<file path="config.mk">
export PLATFORM = sky130hd
export DESIGN_NAME = multi_vc_circular_buffer
export DESIGN_NICKNAME = d
export VERILOG_FILES = /design/src/rtl/multi_vc_circular_buffer.sv
export SDC_FILE = /design/constraint.sdc
export NUM_CORES = 1
export LEC_CHECK = 0
export BUFFER_PORTS_ARGS = -buffer_cell sky130_fd_sc_hd__clkbuf_2
export CAP_MARGIN = 20
export CORE_MARGIN = 2
export CORE_UTILIZATION = 55
export DETAILED_ROUTE_END_ITERATION = 10
export GPL_TIMING_DRIVEN = 1
export PLACE_DENSITY_LB_ADDON = 0.12
export SLEW_MARGIN = 20
export SYNTH_ARGS = -nofsm -noshare
export SYNTH_HDL_FRONTEND = slang
export SYNTH_SLANG_ARGS = --single-unit
</file>
<file path="constraint.sdc">
create_clock -name clk -period 4.8 [get_ports clk]
set_input_delay 1.2 -clock clk [delete_from_list [all_inputs] [get_ports clk]]
set_output_delay 1.2 -clock clk [all_outputs]
set_load 0.03 [all_outputs]
</file>
<file path="src/rtl/multi_vc_circular_buffer.sv">
// Per-VC input buffer: VC_NUM independent circular FIFOs behind one shared write port,
// with first-word-fall-through heads, hysteresis on/off flow control and sticky error flags.
module multi_vc_circular_buffer #(
  parameter int DATA_WIDTH  = 32,
  parameter int VC_NUM      = 2,
  parameter int BUFFER_SIZE = 8,
  parameter int OFF_LEVEL   = BUFFER_SIZE - 1,
  parameter int ON_LEVEL    = 1,
  localparam int VC_W  = (VC_NUM > 1) ? $clog2(VC_NUM) : 1,
  localparam int PTR_W = (BUFFER_SIZE > 1) ? $clog2(BUFFER_SIZE) : 1,
  localparam int CNT_W = $clog2(BUFFER_SIZE + 1)
) (
  input  logic                         clk,
  input  logic                         rst,
  input  logic [DATA_WIDTH-1:0]        data_i,
  input  logic                         write_i,
  input  logic [VC_W-1:0]              write_vc_i,
  input  logic [VC_NUM-1:0]            read_i,
  output logic [VC_NUM*DATA_WIDTH-1:0] data_o,
  output logic [VC_NUM-1:0]            is_empty_o,
  output logic [VC_NUM-1:0]            is_full_o,
  output logic [VC_NUM-1:0]            on_off_o,
  output logic [VC_NUM*CNT_W-1:0]      count_o,
  output logic [VC_NUM-1:0]            overflow_o,
  output logic [VC_NUM-1:0]            underflow_o
);

  if (BUFFER_SIZE < 2) begin : g_bad_size
    $error("multi_vc_circular_buffer: BUFFER_SIZE must be >= 2");
  end
  if (ON_LEVEL >= OFF_LEVEL) begin : g_bad_levels
    $error("multi_vc_circular_buffer: ON_LEVEL must be below OFF_LEVEL");
  end
  if (OFF_LEVEL > BUFFER_SIZE) begin : g_bad_off
    $error("multi_vc_circular_buffer: OFF_LEVEL must not exceed BUFFER_SIZE");
  end

  localparam logic [PTR_W-1:0] LAST_PTR  = PTR_W'(BUFFER_SIZE - 1);
  localparam logic [CNT_W-1:0] FULL_CNT  = CNT_W'(BUFFER_SIZE);
  localparam logic [CNT_W-1:0] OFF_CNT   = CNT_W'(OFF_LEVEL);
  localparam logic [CNT_W-1:0] ON_CNT    = CNT_W'(ON_LEVEL);

  // Wrap explicitly so non-power-of-two depths never index past the last entry.
  function automatic logic [PTR_W-1:0] ptr_inc(input logic [PTR_W-1:0] ptr);
    return (ptr == LAST_PTR) ? '0 : ptr + PTR_W'(1);
  endfunction

  for (genvar v = 0; v < VC_NUM; v++) begin : g_vc
    logic [DATA_WIDTH-1:0] mem [BUFFER_SIZE];
    logic [PTR_W-1:0]      wr_ptr;
    logic [PTR_W-1:0]      rd_ptr;
    logic [CNT_W-1:0]      count;
    logic [CNT_W-1:0]      count_next;
    logic                  empty_q;
    logic                  full_q;
    logic                  on_off_q;
    logic                  on_off_next;
    logic                  overflow_q;
    logic                  underflow_q;
    logic                  wr_hit;
    logic                  wr_ok;
    logic                  rd_ok;

    // An out-of-range write_vc_i matches no VC, so it is dropped silently.
    assign wr_hit = write_i && (write_vc_i == VC_W'(v));
    assign rd_ok  = read_i[v] & ~empty_q;
    assign wr_ok  = wr_hit & (~full_q | rd_ok);

    // NOTE: every always_comb output gets a default first so no latch is inferred.
    always_comb begin
      count_next = count;
      if (wr_ok && !rd_ok) begin
        count_next = count + CNT_W'(1);
      end else if (rd_ok && !wr_ok) begin
        count_next = count - CNT_W'(1);
      end
    end

    always_comb begin
      on_off_next = on_off_q;
      if (count_next >= OFF_CNT) begin
        on_off_next = 1'b0;
      end else if (count_next <= ON_CNT) begin
        on_off_next = 1'b1;
      end
    end

    always_ff @(posedge clk or negedge rst) begin
      if (!rst) begin
        wr_ptr      <= '0;
        rd_ptr      <= '0;
        count       <= '0;
        empty_q     <= 1'b1;
        full_q      <= 1'b0;
        on_off_q    <= 1'b1;
        overflow_q  <= 1'b0;
        underflow_q <= 1'b0;
      end else begin
        if (wr_ok) wr_ptr <= ptr_inc(wr_ptr);
        if (rd_ok) rd_ptr <= ptr_inc(rd_ptr);
        count       <= count_next;
        empty_q     <= (count_next == '0);
        full_q      <= (count_next == FULL_CNT);
        on_off_q    <= on_off_next;
        overflow_q  <= overflow_q | (wr_hit & ~wr_ok);
        underflow_q <= underflow_q | (read_i[v] & empty_q);
      end
    end

    // NOTE: storage has no reset; validity is tracked by the pointers and count alone.
    always_ff @(posedge clk) begin
      if (wr_ok) mem[wr_ptr] <= data_i;
    end

    assign data_o[v*DATA_WIDTH +: DATA_WIDTH] = mem[rd_ptr];
    assign count_o[v*CNT_W +: CNT_W]          = count;
    assign is_empty_o[v]                      = empty_q;
    assign is_full_o[v]                       = full_q;
    assign on_off_o[v]                        = on_off_q;
    assign overflow_o[v]                      = overflow_q;
    assign underflow_o[v]                     = underflow_q;
  end

endmodule

</file>
==> impl_results.md <==
* Syn nets at 978
* RePlAce Congestion at 0.768
* Slew of the pin with the lowest slew margin at 1.11 ns
* Critical path start-end classification: flop to primary output
* Die H at 199 um
* Synth cell types at 48
* Ys flop type: edfxtp_1
* CTS tree: done
* Status: completed
* Share of post-route cells with drive strength above 1 at 0.400
* Register-to-Register Path Depth at 5
* Tmin final at 3.98 ns
* IO Pins at 120
* Die ar. at 39600 sq um
* DRT antenna net count at 0
* Fill count at 2574
* HPWL after DPL at 23.3 mm
* Max Clock Skew at 0.0116 ns
* Register area share after synthesis at 0.771
* Final Hold Fails at 0
* Final WL at 40.3 mm
* CP Capture Type: primary output
* GR peak layer: met2
* Tcrit/Tclk final at 0.830
* Synth Register Bits at 542
* Total core area at 37600 sq um
* Leak at 7.92 nW
* Sink Count at 542
* Vias at 9499
* CP max FO at 35
* Reg2reg end: g_vc[0].mem[5][20]
* R2R Setup Slk at 2.04 ns
* Slew Limit Headroom at 0.262
* Pin count of the biggest net entering global routing at 46
* Min-delay worst type: flop to flop
* Vias in the first global route at 9909
* H-Tree Depth at 2
* Worst endpoint required time at 3.60 ns
* Iteration-0 DRC Markers at 693
* Die width at 199 um
* Clk Latency, worst-skew pair at 0.58 ns
* Post-CTS sizing at 0
* Num CTS Buffers at 54
* Max_cap viols at 0
* Worst reg2reg path startpoint: g_vc[0].empty_q
* PortBufs at 119
* Nets at 1132
* FMAX at 251 MHz
* Async set or reset register ratio after synthesis at 0.0554
* Hold-fix buffers, CTS at 0
* Initial Utilization at 0.557
* Max Slew Vio Count at 0
* Worst Hold Launch: g_vc[1].underflow_q
* Met3 layer usage reported by global route at 0.0320
* TritonRoute pass-1 iters at 6
* # rows at 71
* Worst-case clock buffer depth at 3
* Drt wl/cell at 24.6 um
* # diodes at 0
* Initial antenna violation count at 0
* Synthesis Warnings at 0
* GRT Overall Usage at 0.214
* CTS Root Cell: clkbuf_16
* CP arrival at 2.78 ns
* Worst-path clk slew at 0.06 ns
* Synth Area per Inst at 22.5 sq um
* GRT met1 Usage at 0.305
* RSZ-0062 raised after global routing: false
* Synth Cell Area at 20900 sq um
* Setup_tns at 0 ns
* Post CTS Setup Buffer Count at 0
* Area growth, synth to finish at 14.4%
* Startpoint types: flop
* Global-route wire length before repair at 61.3 mm
* Hold EP: g_vc[1].underflow_q
* Met2 Use GR at 0.352
* Worst-case vdd ir drop at 0.430 mV
* # setup viols final at 0
* WHS Path Cells at 1
* Drt drc at 0
* Pwr/cell area at 606 nW/um^2
* Number of synthesized flops with an enable pin at 512
* Vias per inst at 5.80
* Total grt overflow at 0
* Core Util, Final at 0.637
* Synthesized instance count at 928
[metrics by stage]
stage               hold slack, ns  std cells  total power [mW]  setup WS [ns]  area (sq um)
floorplan                    0.429        928              9.46          0.216         20900
global placement             0.437       1537              10.7           1.18         22300
detailed placement           0.443       1537              10.8           1.15         22300
CTS                          0.457       1637              14.7          0.743         23900
global route                 0.482       1637              15.2          0.650         23900
finish                       0.453       1637              14.5          0.817         23900
[cell usage after synthesis, drive strengths merged (3+ instances only)]
cell | count | share of area
a21o | 6 | 0.0022
dfstp | 4 | 0.0050
clkbuf | 17 | 0.0030
a21oi | 6 | 0.0014
nor2 | 12 | 0.0022
edfxtp | 512 | 0.73
dfrtp | 26 | 0.031
mux4 | 128 | 0.14
nand3 | 5 | 0.0012
nand2 | 30 | 0.0055
inv | 9 | 0.0016
nand2b | 8 | 0.0024
buf | 33 | 0.010
nor3 | 17 | 0.0045
nor2b | 3 | 0.00090
mux2 | 65 | 0.035
ha | 12 | 0.0072
o21ai | 5 | 0.0012
[critical path, cell delays in order (launching register included)]
cell and delay, ns:
dfrtp_4 0.77, buf_12 0.33, mux4_2 0.56, mux2_2 0.28, clkbuf_2 0.19
[cell families (layout without fill, tap and decap cells)]
kind of cell	count (synthesis)	count (layout)	synth area share
flops	542	542	0.771
mux	195	195	0.174
simple gates	88	88	0.0216
buf+inv	59	257	0.0147
compound gates	28	28	0.00993
fa+ha+maj	12	12	0.00718
xor+xnor	4	4	0.00203
[final cells by class]
cell class                 count  area [sq um]  share of cell area
clock inverter                30           236             0.00988
tap                          511           639              0.0267
clock buffer                  70          1410              0.0590
multi-input combinational    327          4600               0.192
timing repair buffer         148           863              0.0361
inverter                       9          33.8             0.00141
sequential                   542         16100               0.675
[worst max path at each step]
stage                 startpoint  slack, ns  cells past startpoint                  to
3_3_place_gp             write_i       1.18                      6  g_vc[0].mem[5][16]
6_report       g_vc[1].rd_ptr[0]       0.82                      4          data_o[53]
4_1_cts        g_vc[1].rd_ptr[0]       0.74                      4          data_o[48]
3_5_place_dp             write_i       1.15                      6  g_vc[0].mem[5][20]
2_1_floorplan            write_i       0.22                      4   g_vc[0].mem[0][0]
5_1_grt        g_vc[1].rd_ptr[0]       0.65                      4          data_o[48]
[per-layer routing]
metal / part of all wire / wire length [um]
met1: 0.44 / 17700
met2: 0.50 / 20100
met3: 0.043 / 1740
met4: 0.019 / 755
met5: 0 / 0
[registers in the layout (all words and copies together), names as in the netlist]
register          flops
g_vc.on_off_q         2
g_vc.wr_ptr           6
g_vc.mem            512
g_vc.count            8
g_vc.rd_ptr           6
g_vc.full_q           2
g_vc.underflow_q      2
g_vc.overflow_q       2
g_vc.empty_q          2
[layout by cell type (no fill, tap or decap), drive strengths merged, types with 2 or more instances in the layout]
master,count
clkinv,25
nand3b,2
nand2,30
dfrtp,26
nor4,2
and3,2
nor3b,2
a21oi,6
bufinv,3
o221ai,2
a21o,6
inv,11
or3,2
edfxtp,512
nor2b,3
xnor2,2
nand2b,8
mux2,65
clkbuf,189
o21ai,5
nor2,12
buf,29
nor3,17
ha,12
xor2,2
mux2i,2
mux4,128
nand3,5
dfstp,4
[report_power, final]
group	switching, mW	internal, mW	total (mW)	leakage (nW)
sequential	0.539	5.62	6.16	4.97
clock	1.69	2.24	3.93	0.809
combinational	2.48	1.93	4.40	2.14
total	4.71	9.78	14.5	7.92
No activity file was read; power rests on OpenSTA's default activity.
